File: src/rtl/mlp_feature_sequencer.sv
// Sensor-stream front end for the combinational quantized-MLP core: quantizes and packs samples,
// waits a settle time, then returns the class index on a valid/ready port. Option: LAST_CHECK_EN.
`timescale 1ns/1ps
module mlp_feature_sequencer #(
    parameter int unsigned N_FEAT     = 8,
    parameter int unsigned IN_W       = 8,
    parameter int unsigned FEAT_W     = 4,
    parameter int unsigned CLASS_W    = 2,
    parameter int unsigned SETTLE_CYC = 4
) (
    input  logic                       clk,
    input  logic                       rst_n,
    input  logic                       s_valid_i,
    output logic                       s_ready_o,
    input  logic [IN_W-1:0]            s_data_i,
    input  logic                       s_last_i,
    output logic [N_FEAT*FEAT_W-1:0]   mlp_inp_o,
    input  logic [CLASS_W-1:0]         mlp_out_i,
    output logic                       m_valid_o,
    input  logic                       m_ready_i,
    output logic [CLASS_W-1:0]         m_class_o,
    output logic                       m_err_o
);

    localparam int unsigned CNT_W  = (N_FEAT > 1) ? $clog2(N_FEAT) : 1;
    localparam int unsigned SCNT_W = (SETTLE_CYC > 0) ? $clog2(SETTLE_CYC + 1) : 1;
    localparam int unsigned SHIFT  = IN_W - FEAT_W;
    localparam logic [CNT_W-1:0] LAST_IDX = CNT_W'(N_FEAT - 1);

    typedef enum logic [1:0] {StLoad, StSettle, StOut} state_e;

    state_e                     state_q, state_d;
    logic [CNT_W-1:0]           cnt_q, cnt_d;
    logic [SCNT_W-1:0]          scnt_q, scnt_d;
    logic [N_FEAT*FEAT_W-1:0]   inp_q, inp_d;
    logic                       m_valid_q, m_valid_d;
    logic [CLASS_W-1:0]         m_class_q, m_class_d;
    logic [FEAT_W-1:0]          q;
    logic                       load_hs, capture, release_hs, last_slot;

    // Round half up, then saturate to the feature range.
    if (SHIFT == 0) begin : g_q_pass
        assign q = s_data_i[FEAT_W-1:0];
    end else begin : g_q_round
        localparam logic [IN_W:0] HALF = (IN_W + 1)'(1) << (SHIFT - 1);
        localparam logic [IN_W:0] QMAX = (IN_W + 1)'((1 << FEAT_W) - 1);
        logic [IN_W:0] t;
        assign t = ({1'b0, s_data_i} + HALF) >> SHIFT;
        assign q = (t > QMAX) ? {FEAT_W{1'b1}} : t[FEAT_W-1:0];
    end

    assign last_slot  = (cnt_q == LAST_IDX);
    assign load_hs    = (state_q == StLoad) && s_valid_i;
    assign capture    = (state_q == StSettle) && (scnt_q == '0);
    assign release_hs = (state_q == StOut) && m_ready_i;

    always_comb begin
        state_d   = state_q;
        cnt_d     = cnt_q;
        scnt_d    = scnt_q;
        inp_d     = inp_q;
        m_valid_d = m_valid_q;
        m_class_d = m_class_q;
        s_ready_o = 1'b0;
        unique case (state_q)
            StLoad: begin
                s_ready_o = 1'b1;
                if (load_hs) begin
                    inp_d[cnt_q*FEAT_W +: FEAT_W] = q;
                    if (last_slot) begin
                        cnt_d   = '0;
                        scnt_d  = SCNT_W'(SETTLE_CYC);
                        state_d = StSettle;
                    end else begin
                        cnt_d = cnt_q + 1'b1;
                    end
                end
            end
            StSettle: begin
                if (capture) begin
                    m_class_d = mlp_out_i;
                    m_valid_d = 1'b1;
                    state_d   = StOut;
                end else begin
                    scnt_d = scnt_q - 1'b1;
                end
            end
            StOut: begin
                if (release_hs) begin
                    m_valid_d = 1'b0;
                    state_d   = StLoad;
                end
            end
            default: state_d = StLoad;
        endcase
    end

    always_ff @(posedge clk or negedge rst_n) begin
        if (!rst_n) begin
            state_q   <= StLoad;
            cnt_q     <= '0;
            scnt_q    <= '0;
            inp_q     <= '0;
            m_valid_q <= 1'b0;
            m_class_q <= '0;
        end else begin
            state_q   <= state_d;
            cnt_q     <= cnt_d;
            scnt_q    <= scnt_d;
            inp_q     <= inp_d;
            m_valid_q <= m_valid_d;
            m_class_q <= m_class_d;
        end
    end

`ifdef LAST_CHECK_EN
    // Sticky framing error; the vector length stays fixed regardless of s_last.
    logic err_q, err_d, m_err_q, m_err_d;

    always_comb begin
        err_d   = err_q;
        m_err_d = m_err_q;
        if (load_hs && (s_last_i != last_slot)) err_d = 1'b1;
        if (capture) m_err_d = err_q;
        if (release_hs) err_d = 1'b0;
    end

    always_ff @(posedge clk or negedge rst_n) begin
        if (!rst_n) begin
            err_q   <= 1'b0;
            m_err_q <= 1'b0;
        end else begin
            err_q   <= err_d;
            m_err_q <= m_err_d;
        end
    end

    assign m_err_o = m_err_q;
`else
    logic unused_last;
    assign unused_last = s_last_i;
    assign m_err_o     = 1'b0;
`endif

    assign mlp_inp_o = inp_q;
    assign m_valid_o = m_valid_q;
    assign m_class_o = m_class_q;

endmodule

File: config.mk
export PLATFORM = sky130hd
export DESIGN_NAME = mlp_feature_sequencer
export DESIGN_NICKNAME = d
export VERILOG_FILES = /design/src/rtl/mlp_feature_sequencer.sv
export SDC_FILE = /design/constraint.sdc
export NUM_CORES = 1
export LEC_CHECK = 0
export ABC_AREA = 0
export CORE_MARGIN = 4
export CORE_UTILIZATION = 54
export CTS_BUF_LIST = sky130_fd_sc_hd__clkbuf_4
export CTS_CLUSTER_SIZE = 16
export DETAILED_ROUTE_END_ITERATION = 16
export PLACE_DENSITY = 0.87
export SLEW_MARGIN = 40
export SYNTH_ARGS = -nofsm -noshare
export SYNTH_HDL_FRONTEND = slang
export SYNTH_SLANG_ARGS = --single-unit
File: constraint.sdc
create_clock -name clk -period 4.34 [get_ports clk]
set_clock_uncertainty 0.15 [all_clocks]
set_input_delay 0.868 -clock clk [delete_from_list [all_inputs] [get_ports clk]]
set_output_delay 0.868 -clock clk [all_outputs]
set_load 0.02 [all_outputs]
# Word-level counts from Yosys, hierarchy flattened
# Cells that the tools add are included.
[classes] mul=0 add_sub_neg=4 n_reduce_logical=12 order_cmp=1 n_mux=16 n_div=0 n_shift=2 bitwise=0 n_eq_ne=8
[op_table] cell="negator 5 -> 34 bit" n=1
[op_table] cell="variable shift 4 x 34 -> 32 bit (first input constant)" n=1
[op_table] cell="indexed part select 4 x 34 -> 32 bit" n=1
[op_table] cell="bitwise mux 32 bit" n=1
[op_table] cell="two-way mux 3 bit" n=4
[op_table] cell="inequality test 2 bit (second input constant)" n=5
[op_table] cell="adder 8 x 4 -> 9 bit (second input constant)" n=1
[op_table] cell="two-way mux 2 bit" n=4
[op_table] cell="AND reduction 4 bit" n=2
[op_table] cell="one-hot mux 2 bit (3 select lines)" n=1
[op_table] cell="one-hot mux 3 bit (2 select lines)" n=1
[op_table] cell="> comparator 5 x 4 -> 1 bit (second input constant)" n=1
[op_table] cell="two-way mux 4 bit" n=1
[op_table] cell="AND reduction 2 bit" n=2
[op_table] cell="nonzero test 2 bit" n=2
[op_table] cell="adder 3 x 1 -> 3 bit (second input constant)" n=1
[op_table] cell="equality test 3 bit (second input constant)" n=1
[op_table] cell="logical AND 1 bit" n=3
[op_table] cell="zero test 3 bit" n=1
[op_table] cell="two-way mux 1 bit" n=3
[op_table] cell="AND reduction 3 bit" n=1
[op_table] cell="subtractor 3 x 1 -> 3 bit (second input constant)" n=1
[op_table] cell="equality test 2 x 1 -> 1 bit (second input constant)" n=1
[op_table] cell="equality test 2 bit (second input constant)" n=1
[op_table] cell="other kinds (2)" n=2
[word_totals] memories=0 romBits=0 out_inout_bits=37 latchBits=0 input_bits=15 ff_bits=43 ramBits=0

# Longest topological paths before layout
[logic_depth] depth_word=5 mapped_depth=6

# Worst setup path after synthesis
# OpenSTA, ideal clock, no wires.
[synth_path] path_kind="input to register" from="input s_valid_i" to="register inp_q[12], in the netlist mlp_inp_o[12]" n_path_buf=1 t_arrival_ps=1907 cell_stages=4 slack_ps=2158 cell_sequence="or3b_1 -> buf_2 -> nor3_4 -> mux2_2"
[synth_via] elab_chain_cells=2
[synth_rtl] element="start, declared" line="13" rtl="input logic s_valid_i,"
[synth_rtl] element="logical AND 1 bit" line="53" rtl="assign load_hs = (state_q == StLoad) && s_valid_i;"
[synth_rtl] element="AND reduction 2 bit (no line)"
[synth_rtl] element="end signal, assigned" line="110" rtl="inp_q <= inp_d;"
[synth_rtl] element="end, declared" line="35" rtl="logic [N_FEAT*FEAT_W-1:0] inp_q, inp_d;"
# Every way passes these cells.
# A chain may end at the register's enable or synchronous reset.

# Worst setup path in the final report
[layout_path] from="register state_q[0]" to="output s_ready_o"
[layout_via] elab_chain_cells=2
[layout_rtl] element="start, declared" line="32" rtl="state_e state_q, state_d;"
[layout_rtl] element="start signal, assigned" line="100" rtl="state_q <= StLoad;"
[layout_rtl] element="start signal, assigned" line="107" rtl="state_q <= state_d;"
[layout_rtl] element="zero test 2 bit" line="65" rtl="unique case (state_q)"
[layout_rtl] element="two-way mux 1 bit" line="65"
[layout_rtl] element="end, declared" line="14" rtl="output logic s_ready_o,"
# Every way passes these cells.

==> results.py <==
metrics = {
    "cells_and_area": {
        "layout.cells.non_filler": 248,
        "fillers": 230,
        "seq_area_um2": 1076,
        "n_antenna_cell": 0,
        "drive_above_1_share_pct": 22.28,
        "stdcell_area_um2": 2527,
        "syn2layout_area_growth_pct": 27.44,
        "fin_util_pct": 73.43,
        "multi_input_area_um2": 853.3,
        "layout.nets": 223,
    },
    "critical_path": {
        "reg2reg_from": "cnt_q[0]$_DFFE_PN0P_",
        "critPathLaunchType": "flop",
        "reg2reg_depth": 5,
        "reg2reg_to": "mlp_inp_o[0]$_DFFE_PN0P_",
        "cp_data_arrival_time_ps": 1620,
        "cp_slowest_cell": "clkdlybuf4s50_1",
        "path_max_fanout": 10,
        "critPathMaxStageDelay_ps": 620,
        "crit_family": "buffers and inverters",
        "crit_chain": "nor2_1, clkdlybuf4s50_1",
        "path_class": "reg -> out",
        "r2r_slack_ps": 2000,
        "worst-path-buf-inv": 1,
        "end_kind": "output port",
        "crit_required_ps": 3320,
    },
    "floorplan": {
        "die_y_um": 68.60,
        "core_area_um2": 3442,
        "rows": 21,
        "start_util_pct": 57.62,
        "die_width_um": 68.60,
        "die_area_um2": 4706,
        "io_pins": 52,
    },
    "synthesis": {
        "synth.distinct_cells": 36,
        "synth_warnings": 0,
        "ys_seq_area_share_pct": 54.26,
        "synthCells": 151,
        "synth.cell_area_um2": 1983,
        "synth-seq-cells": 43,
        "synth_edf_count": 0,
        "synth-main-ff-cell": "dfrtp_1",
        "synth_nets": 173,
        "postSynthAreaPerCell_um2": 13.13,
        "async_flop_share_pct": 100.0,
    },
    "global_routing": {
        "grt_max_degree": 44,
        "grt_pass1_vias": 1590,
        "grt_pass1_wl_um": 7583,
        "grt_overflow": 0,
        "grt_use_total_pct": 22.45,
        "antenna_found_initial": 0,
    },
    "clock_network": {
        "cts_made_buffers": 5,
        "cts_resized": 0,
        "cts_root_buf": "clkbuf_4",
        "clockBufferDepth": 2,
        "clk_pin_slew_worst_paths_ps": 120,
        "h-tree-depth": 2,
        "postCtsSetupBuffers": 0,
        "cts_tree": "yes",
        "clkSinkCount": 43,
        "postCtsHoldBufs": 0,
        "clk_latency_ps": 360,
    },
    "power_and_ir_drop": {
        "power_density_nw_per_um2": 792.8,
        "p_leak_nw": 1.105,
        "ir_drop_mv": 0.4684,
    },
    "sta": {
        "setup_violations": 0,
        "fmax_ghz": 0.3796,
        "fin_setup_tns_ps": 0,
        "tightest_slew_ps": 818.2,
        "period_needed_ps": 2635,
        "hold_viol": 0,
        "slew_violations": 0,
        "rsz0062_at_grt": "false",
        "slew_headroom_pct": 45.45,
        "fin_crit_sh_pct": 60.71,
    },
    "placed_design": {
        "placed_area_um2": 2475,
        "dp.cells": 240,
        "gp_congestion": 0.7356,
        "portBuffers": 46,
        "dp_hpwl_um": 3450,
    },
    "detailed_routing": {
        "wl_per_cell_um": 18.29,
        "drt-initial-drc-count": 71,
        "ant_nets": 0,
        "vias_per_cell": 5.665,
        "drcViolationCount": 0,
        "first_pass_iters": 4,
        "wirelength_um": 4535,
        "vias": 1405,
    },
    "min_path": {
        "min_path_type": "in -> async",
    },
    "job": {
        "max_cap_violations": 0,
    },
    "status": {
        "outcome": "complete, no violations",
    },
}
## state kept, by name, summed over array words and instances (netlist names)
signal	cells
cnt_q	3
m_class_o	2
state_q	2
mlp_inp_o	32
scnt_q	3
m_valid_o	1
## stage by stage
| step | total power [mW] | hold WS (ps) | setup WS (ps) |
|---|---|---|---|
| 2_1_floorplan | 1.355 | 301.0 | 2158 |
| 3_3_place_gp | 1.753 | 316.1 | 1436 |
| 3_5_place_dp | 1.825 | 319.8 | 1393 |
| 4_1_cts | 2.016 | 333.4 | 1708 |
| 5_1_grt | 2.128 | 345.5 | 1624 |
| 6_report | 2.004 | 323.9 | 1705 |
## metal layers
| layer | global-route usage (%) | routed length [µm] | vias to the layer above |
|---|---|---|---|
| met2 | 40.17 | 2527 | 43 |
| met4 | 8.189 | 75 | 0 |
| li1 | - | - | 647 |
| met1 | 25.66 | 1726 | 706 |
| met3 | 5.673 | 206 | 9 |
| met5 | 0 | 0 | - |
## worst register-to-register path: stages, from the launching register on
cell and delay, ps:
dfrtp_1 490, inv_1 100, ha_1 410, nor4b_2 450, nand4_1 290, mux2_2 350
## final cells by class
cell class / instances / area share, %
Clock inverter: 3 / 0.5941
Timing Repair Buffer: 46 / 18.12
Inverter: 8 / 1.188
Sequential cell: 43 / 42.57
Multi-Input combinational cell: 97 / 33.76
Tap cell: 46 / 2.277
Clock buffer: 5 / 1.485
## cells in the final DEF, fill, tap and decap left out, drive strengths merged, types with 4 or more instances in the layout
cell | synthesis | layout
inv | 8 | 8
o21ai | 6 | 6
mux2 | 31 | 31
ha | 7 | 7
clkbuf | 0 | 5
nor2 | 7 | 7
nand2b | 5 | 5
a22o | 4 | 4
clkdlybuf4s50 | 0 | 45
dfrtp | 43 | 43
## worst max-delay path by stage
stage                           start                   endpoint  slack (ps)  cells past startpoint
2_1_floorplan               s_valid_i  mlp_inp_o[12]$_DFFE_PN0P_        2160                      4
3_3_place_gp              s_data_i[3]  mlp_inp_o[15]$_DFFE_PN0P_        1440                      5
3_5_place_dp              s_data_i[3]  mlp_inp_o[11]$_DFFE_PN0P_        1390                      5
4_1_cts        state_q[0]$_DFFE_PN0P_                  s_ready_o        1710                      2
5_1_grt        state_q[0]$_DFFE_PN0P_                  s_ready_o        1620                      2
6_report       state_q[0]$_DFFE_PN0P_                  s_ready_o        1710                      2
## report_power, final
part | switching, mW | total, mW | internal (mW) | leakage, nW
Sequential | 0.136 | 0.727 | 0.591 | 0.530
Combinational | 0.545 | 1.09 | 0.546 | 0.541
Clock | 0.125 | 0.186 | 0.0603 | 0.0347
## synth_stat cells (all sizes together), types with 3 or more instances
cell type,n,area share [%]
a21oi,3,0.76
dfrtp,43,54
nand4,3,0.95
o21ai,6,1.5
ha,7,4.4
mux2,31,18
nor2,7,1.3
a31oi,3,0.95
inv,8,1.5
nand2b,5,1.6
buf,3,1.2
a22o,4,1.8
nand2,3,0.57
## kinds of logic after synthesis
logic type               synth area share (%)
buffers and inverters                   2.713
other                                  0.1891
multiplexers                            18.11
adder cells (fa/ha/maj)                 4.416
AND/OR/NAND/NOR                         12.93
AO/OA/AOI/OAI                           7.382
flip-flops                              54.26
Note: power is estimated with default switching activity, not from simulation.
